## src/rtl/miner_job_dispatcher_pkg.sv

```systemverilog
// Miner job dispatcher shared definitions.
// Register map, command codes and FSM state encoding.
package miner_job_dispatcher_pkg;

  localparam logic [4:0] REG_STATUS = 5'd0;
  localparam logic [4:0] REG_CMD    = 5'd1;
  localparam logic [4:0] REG_TGT_LO = 5'd2;
  localparam logic [4:0] REG_TGT_HI = 5'd9;
  localparam logic [4:0] REG_NONCE  = 5'd10;
  localparam logic [4:0] REG_MSG_LO = 5'd11;
  localparam logic [4:0] REG_MSG_HI = 5'd29;

  localparam logic [31:0] CMD_LOAD_TGT = 32'd1;
  localparam logic [31:0] CMD_START    = 32'd2;
  localparam logic [31:0] STATUS_DONE  = 32'd3;

  localparam logic [4:0] TGT_LAST = 5'd7;
  localparam logic [4:0] MSG_LAST = 5'd18;

  typedef enum logic [3:0] {
    S_IDLE,
    S_WR_TGT,
    S_TGT_CMD,
    S_WR_MSG,
    S_MSG_CMD,
    S_POLL_RD,
    S_POLL_CHK,
    S_NONCE_RD,
    S_NONCE_CHK,
    S_RESULT
  } state_e;

endpackage

```

## src/rtl/miner_job_dispatcher.sv

```systemverilog
// Miner job dispatcher: loads target/header into the miner,
// polls for completion and returns the found nonce.
module miner_job_dispatcher
  import miner_job_dispatcher_pkg::*;
#(
  parameter logic [31:0] POLL_LIMIT = 32'd16777216
) (
  input  logic         clk,
  input  logic         rst,
  input  logic         job_valid,
  output logic         job_ready,
  input  logic [255:0] job_target,
  input  logic [607:0] job_header,
  input  logic [7:0]   job_id,
  output logic [4:0]   masterAddr,
  output logic [31:0]  masterWriteData,
  output logic         masterWrite,
  output logic         masterRead,
  output logic         masterChipSelect,
  input  logic [31:0]  masterReadData,
  output logic         result_valid,
  input  logic         result_ready,
  output logic [31:0]  result_nonce,
  output logic [7:0]   result_id,
  output logic         result_timeout
);

  state_e       state_q, state_d;
  logic [4:0]   beat_q, beat_d;
  logic [31:0]  poll_q, poll_d;
  logic [255:0] tgt_q, tgt_d;
  logic [607:0] hdr_q, hdr_d;
  logic [7:0]   id_q, id_d;
  logic [255:0] ctgt_q, ctgt_d;
  logic         cvld_q, cvld_d;
  logic [31:0]  nonce_q, nonce_d;
  logic         tmo_q, tmo_d;

  assign result_nonce   = nonce_q;
  assign result_id      = id_q;
  assign result_timeout = tmo_q;

  // State and datapath registers with synchronous reset
  always_ff @(posedge clk) begin
    if (rst) begin
      state_q <= S_IDLE;
      beat_q  <= '0;
      poll_q  <= '0;
      tgt_q   <= '0;
      hdr_q   <= '0;
      id_q    <= '0;
      ctgt_q  <= '0;
      cvld_q  <= 1'b0;
      nonce_q <= '0;
      tmo_q   <= 1'b0;
    end else begin
      state_q <= state_d;
      beat_q  <= beat_d;
      poll_q  <= poll_d;
      tgt_q   <= tgt_d;
      hdr_q   <= hdr_d;
      id_q    <= id_d;
      ctgt_q  <= ctgt_d;
      cvld_q  <= cvld_d;
      nonce_q <= nonce_d;
      tmo_q   <= tmo_d;
    end
  end

  // Next-state logic and Moore bus strobes
  always_comb begin
    state_d          = state_q;
    poll_d           = poll_q;
    tgt_d            = tgt_q;
    hdr_d            = hdr_q;
    id_d             = id_q;
    ctgt_d           = ctgt_q;
    cvld_d           = cvld_q;
    nonce_d          = nonce_q;
    tmo_d            = tmo_q;
    job_ready        = 1'b0;
    result_valid     = 1'b0;
    masterAddr       = '0;
    masterWriteData  = '0;
    masterWrite      = 1'b0;
    masterRead       = 1'b0;
    unique case (state_q)
      S_IDLE: begin
        job_ready = 1'b1;
        if (job_valid) begin
          tgt_d = job_target;
          hdr_d = job_header;
          id_d  = job_id;
          if (!cvld_q || job_target != ctgt_q)
            state_d = S_WR_TGT;
          else
            state_d = S_WR_MSG;
        end
      end
      S_WR_TGT: begin
        masterWrite     = 1'b1;
        masterAddr      = REG_TGT_HI - beat_q;
        masterWriteData =
          tgt_q[8'd255 - {beat_q[2:0], 5'd0} -: 32];
        if (beat_q == TGT_LAST) state_d = S_TGT_CMD;
      end
      S_TGT_CMD: begin
        masterWrite     = 1'b1;
        masterAddr      = REG_CMD;
        masterWriteData = CMD_LOAD_TGT;
        cvld_d          = 1'b1;
        ctgt_d          = tgt_q;
        state_d         = S_WR_MSG;
      end
      S_WR_MSG: begin
        masterWrite     = 1'b1;
        masterAddr      = REG_MSG_HI - beat_q;
        masterWriteData =
          hdr_q[10'd607 - {beat_q, 5'd0} -: 32];
        if (beat_q == MSG_LAST) state_d = S_MSG_CMD;
      end
      S_MSG_CMD: begin
        masterWrite     = 1'b1;
        masterAddr      = REG_CMD;
        masterWriteData = CMD_START;
        poll_d          = '0;
        state_d         = S_POLL_RD;
      end
      S_POLL_RD: begin
        masterRead = 1'b1;
        masterAddr = REG_STATUS;
        if (poll_q != '1) poll_d = poll_q + 32'd1;
        state_d    = S_POLL_CHK;
      end
      S_POLL_CHK: begin
        if (masterReadData == STATUS_DONE) begin
          state_d = S_NONCE_RD;
        end else if (poll_q >= POLL_LIMIT) begin
          tmo_d   = 1'b1;
          nonce_d = '0;
          cvld_d  = 1'b0;
          state_d = S_RESULT;
        end else begin
          state_d = S_POLL_RD;
        end
      end
      S_NONCE_RD: begin
        masterRead = 1'b1;
        masterAddr = REG_NONCE;
        state_d    = S_NONCE_CHK;
      end
      S_NONCE_CHK: begin
        nonce_d = masterReadData;
        tmo_d   = 1'b0;
        state_d = S_RESULT;
      end
      S_RESULT: begin
        result_valid = 1'b1;
        if (result_ready) state_d = S_IDLE;
      end
      default: state_d = S_IDLE;
    endcase
    masterChipSelect = masterWrite | masterRead;
    beat_d = (state_d != state_q) ? 5'd0 : beat_q + 5'd1;
  end

endmodule

```

## config.mk

```make
export PLATFORM = sky130hd
export DESIGN_NAME = miner_job_dispatcher
export DESIGN_NICKNAME = d
export VERILOG_FILES = /design/src/rtl/miner_job_dispatcher_pkg.sv /design/src/rtl/miner_job_dispatcher.sv
export SDC_FILE = /design/constraint.sdc
export NUM_CORES = 2
export LEC_CHECK = 0
export BUFFER_PORTS_ARGS = -buffer_cell sky130_fd_sc_hd__buf_4
export CAP_MARGIN = 15
export CORE_AREA = 2 2 391 393
export DETAILED_ROUTE_END_ITERATION = 16
export DIE_AREA = 0 0 393 395
export PLACE_DENSITY = 0.57
export SLEW_MARGIN = 0
export SYNTH_ARGS = -nofsm -noshare
export SYNTH_HDL_FRONTEND = slang
export SYNTH_SLANG_ARGS = --single-unit
export TNS_END_PERCENT = 30
```

## constraint.sdc

```tcl
create_clock -name clk -period 10 [get_ports clk]
set_clock_uncertainty 0.2 [all_clocks]
set_input_delay 3 -clock clk [delete_from_list [all_inputs] [get_ports clk]]
set_output_delay 3 -clock clk [all_outputs]
set_load 0.03 [all_outputs]
```

== Word-level counts from Yosys, hierarchy flattened ==
Index checks and enable logic that the tools add are counted.
Storage, ports and cells
  bits in latches: 0
  logic and storage cells: 77
  flip-flop bits (word level): 1203
  memories: 0
  output and inout port bits: 83
  input bits: 908
  memory bits (writable): 0
  memory bits (read-only): 0
Operators by class
  divide/modulo/power cells: 0
  bitwise gates (word level): 1
  $mul: 0
  equal/unequal tests: 18
  muxes and demuxes: 25
  shifts and indexed selects: 2
  reductions and logical operators: 14
  $lt $le $gt $ge: 1
  add/sub/neg operators: 6
Operator list (count)
  $shiftx 639x11->32: 1
  $shiftx 287x9->32: 1
  $ne 256x256->1: 1
  $pmux 32 s2: 2
  $pmux 32 s4: 1
  $mux 32: 3
  $pmux 4 s10: 1
  $add 32x1->32 const B: 1
  $eq 32x2->1 const B: 1
  $ge 32x25->1 const B: 1
  $ne 32x32->1 const B: 1
  $mux 4: 6
  $pmux 5 s4: 1
  $eq 4x3->1 const B: 4
  $sub 10x10->10 const A: 1
  $eq 4x2->1 const B: 2
  $eq 4x4->1 const B: 2
  $mux 1: 8
  $sub 8x8->8 const A: 1
  $ne 2x2->1 const B: 3
  $reduce_and 3->1: 2
  $reduce_bool 2->1: 3
  $reduce_or 2->1: 3
  $add 5x1->5 const B: 1
  14 further kinds: 16

== Depth between registers and ports, before layout ==
  word-level depth: 7
  gate-level depth with buffers: 12
  mapped depth without buffers: 9

== Worst setup path before layout ==
OpenSTA, ideal clock, no wires.
  path type: register to output
  start point: register beat_q[0]
  end point: output port masterWriteData[13]
  buffers on the path: 5
  cell stages (with the launch flop): 13
  data arrival time: 2.746 ns
  required time: 6.800 ns
  setup slack: 4.054 ns
  path through: dfxtp_1 buf_2 buf_4 inv_1 ha_1 buf_4 buf_2 clkbuf_1 mux4_2 nand2_1 nand3b_1 a32oi_1 o22ai_1
Between the ends
  cells in the longest elaborated chain, start to end: 3
  elaborated cells on any way between the ends: 5
  those cells by class: add/sub: 2; shift: 2; mux: 1
RTL lines
  start, declared: line miner_job_dispatcher.sv:29  | logic [4:0] beat_q, beat_d;
  start signal, assigned: line miner_job_dispatcher.sv:58  | beat_q <= beat_d;
  $sub 10x10->10 or $sub 8x8->8 (tied branches): line miner_job_dispatcher.sv:119, miner_job_dispatcher.sv:104
  $shiftx 639x11->32 or $shiftx 287x9->32 (tied branches): line miner_job_dispatcher.sv:119, miner_job_dispatcher.sv:104
  $pmux 32 s4 (*): line miner_job_dispatcher.sv:87  | unique case (state_q)
  end, declared: line miner_job_dispatcher.sv:16  | output logic [31:0] masterWriteData,
Every way passes the cells marked *; elsewhere a longest branch is shown, timed or not.

== Worst setup path in the final report ==
  start point: register beat_q[0]
  end point: output port masterWriteData[15]
Same word-level chain as after synthesis.

==> flow_summary.toml <==
[status]
outcome = "complete, no violations"

[floorplanning]
start_util_pct = 34.4
core_area_um2 = 151000
pin_count = 991
core.rowCount = 143
fp.dieH_um = 395
die_area_um2 = 155000
die_w_um = 393

[synth]
ys_seq_area_share_pct = 46.3
ys.flop_type = "dfxtp_1"
synth.distinct_cells = 61
synthArstFlopShare_pct = 0
synth_seq_cells = 1203
synth-edff-count = 0
avgSynthCellArea_um2 = 8.09
yosys_warnings = 0
synthesis.instances = 6422
synth_nets = 7336
synth_area_um2 = 52000

[detailed_routing]
drc = 0
vias_per_cell = 5.56
drtIter0Drc = 7130
drt-total-wl_um = 282000
drtPass1Iterations = 8
wire_per_inst_um = 30.4
via_count = 51600
drtAntennaViolNets = 0

[timing]
slew_headroom_pct = 12.4
rsz0062_at_grt = "false"
tightest_slew_ps = 1310
hold_viol = 0
fin_setup_tns_ps = 0
period_minus_slack_ps = 8620
fin_crit_sh_pct = 86.2
slew_violations = 0
max_freq_mhz = 116
setup_viol = 0

[placed_design]
postPlaceCellArea_um2 = 60500
finalWeightedCongestion = 1.05
io_buffers = 990
dp_hpwl_um = 220000
placed_cells = 9006

[worst_setup_path]
critPathTopFamily = "buffers and inverters"
crit_arrival_ps = 5420
cp_num_cells = 9
slowest_delay_ps = 850
r2r_slack_ps = 6130
required_ps = 6800
start_kind = "register"
crit_slowest_cell = "ha_4"
path_cells = "inv_1 > ha_4 > buf_12 > mux4_2 > nand2_1 > nand3_1 > a32oi_1 > o22ai_1 > buf_4"
crit_type = "reg2out"
worst-path-buf-inv = 3
cp-end-kind = "output pin"
r2r_cells = 6
crit_fanout = 78

[grt]
grt_pass1_wl_um = 379000
grt_util_all_layers_pct = 35.0
antenna_found_initial = 44
grt_pass1_vias = 47800
grt_max_degree = 219
overflow = 0

[hold_path]
min_path_type = "reg2reg"
min_path_cells = 2

[layout]
drive_above_1_share_pct = 20.5
final_util_pct = 43.2
stdcell_area_um2 = 65200
nets = 8032
instances_no_fill = 9274
area_growth_pct = 25.6

[clocking]
postCtsSetupBuffers = 0
clk_pin_slew_ps = 60
cts_sinks = 1203
cts_tree = "done"
htreeDepth = 4
numCtsBuffers = 140
postCtsResizedCells = 0
cts_buffer_depth = 3
cts_root_buf = "clkbuf_16"
cts_hold_buf = 0
clock_latency_ps = 790

[power]
p_leak_nw = 25.1
p_per_area_nw_per_um2 = 190
finalPower_mw = 12.4
ir_worst_vdd_mv = 0.174

[job]
cap_violations = 0
synthesized netlist by cell type, types with 2 or more instances:
| cell type | count | area [um^2] |
|---|---|---|
| nand2_1 | 2436 | 9140 |
| dfxtp_1 | 1203 | 24100 |
| a21oi_1 | 1144 | 5730 |
| clkbuf_1 | 294 | 1100 |
| mux4_2 | 193 | 4350 |
| buf_2 | 163 | 816 |
| inv_1 | 132 | 495 |
| xnor2_1 | 96 | 841 |
| o22ai_1 | 73 | 457 |
| xor2_1 | 70 | 613 |
| mux2i_1 | 64 | 641 |
| nor2_1 | 64 | 240 |
| a22o_1 | 53 | 464 |
| nand3_1 | 50 | 250 |
| nand4_1 | 44 | 275 |
| nor4_1 | 40 | 250 |
| nand2b_1 | 35 | 219 |
| o21ai_0 | 34 | 170 |
| a32oi_1 | 31 | 272 |
| nand3b_1 | 31 | 233 |
| buf_4 | 21 | 158 |
| nor3_1 | 17 | 85.1 |
| o2bb2ai_1 | 16 | 140 |
| nor2b_1 | 11 | 68.8 |
| and3_1 | 10 | 62.6 |
| o2111ai_1 | 10 | 87.6 |
| a22oi_1 | 9 | 67.6 |
| a2111oi_0 | 8 | 70.1 |
| and4_1 | 8 | 70.1 |
| buf_1 | 8 | 30.0 |
| a221oi_1 | 7 | 61.3 |
| ha_1 | 5 | 62.6 |
| and2_1 | 4 | 25.0 |
| or2_2 | 3 | 18.8 |
| or3_1 | 3 | 18.8 |
| a211oi_1 | 2 | 15.0 |
| a311oi_1 | 2 | 17.5 |
| nor2_2 | 2 | 12.5 |
| nor3_2 | 2 | 20.0 |
| o21ai_1 | 2 | 10.0 |
| xnor2_2 | 2 | 32.5 |
metal layers:
layer	wire [um]	track usage [%]	share of wire [%]
met1	115000	46.4	41
met2	121000	51.4	43
met3	29100	9.65	10
met4	17400	18.9	6.2
met5	319	0	0.11
cells by family after synthesis:
family / synth area share [%]
buffers and inverters: 5.02
adders and majority gates: 0.159
muxes: 9.60
AOI/OAI and AO/OA: 14.7
and+or+nand+nor: 21.2
DFF: 46.3
xor gates and xnor gates: 2.89
metrics by stage:
| stage | hold slack, ps | setup WS [ps] |
|---|---|---|
| after CTS | 254 | 1390 |
| final | 254 | 1380 |
| after global routing | 263 | 1290 |
| after floorplan | 233 | 4050 |
| after global placement | 241 | 2320 |
| after detailed placement | 246 | 2260 |
power by group:
| group | internal, mW | switching (mW) | leakage [nW] |
|---|---|---|---|
| Sequential | 5.02 | 0.244 | 9.83 |
| Combinational | 0.684 | 1.11 | 12.9 |
| Clock | 3.13 | 2.23 | 2.34 |
flip-flops by register name (all words and copies together) (netlist names):
register,count
beat_q,5
ctgt_q,256
cvld_q,1
hdr_q,608
poll_q,32
result_id,8
result_nonce,32
result_timeout,1
state_q,4
tgt_q,256
worst min-delay path: cells and delay by family, from the launching register on:
kind	cells	cell delay, ps
and+or+nand+nor	1	50
AOI/OAI and AO/OA	1	50
DFF	1	310
layout by cell type (no fill, tap or decap), types with 35 or more instances in the layout:
master / Yosys / final
a21oi_1: 1144 / 1144
a22o_1: 53 / 53
buf_4: 21 / 1026
clkbuf_16: 0 / 146
dfxtp_1: 1203 / 1201
inv_1: 132 / 132
mux2i_1: 64 / 64
mux4_2: 193 / 193
nand2_1: 2436 / 2435
nand2b_1: 35 / 35
nand3_1: 50 / 49
nand4_1: 44 / 44
nor2_1: 64 / 62
nor4_1: 40 / 39
o22ai_1: 73 / 73
xnor2_1: 96 / 95
xor2_1: 70 / 70
path summary, 6_finish.rpt:
check         startpoint             endpoint
max            beat_q[0]  masterWriteData[15]
min          ctgt_q[112]          ctgt_q[112]
max reg2reg   state_q[1]           hdr_q[146]
min reg2reg  ctgt_q[112]          ctgt_q[112]
final cells by class:
class                   instances  area, um^2
diodes                         14        35.0
clock buffers                 202        4100
well taps                    2030        2540
fillers                     15400       85900
repair buffers               1040        7970
multi-input cells            4599       25400
flip-flops and latches       1203       24100
clock inverters                52         631
inverters                     134         503
(Power assumes the default switching activity.)
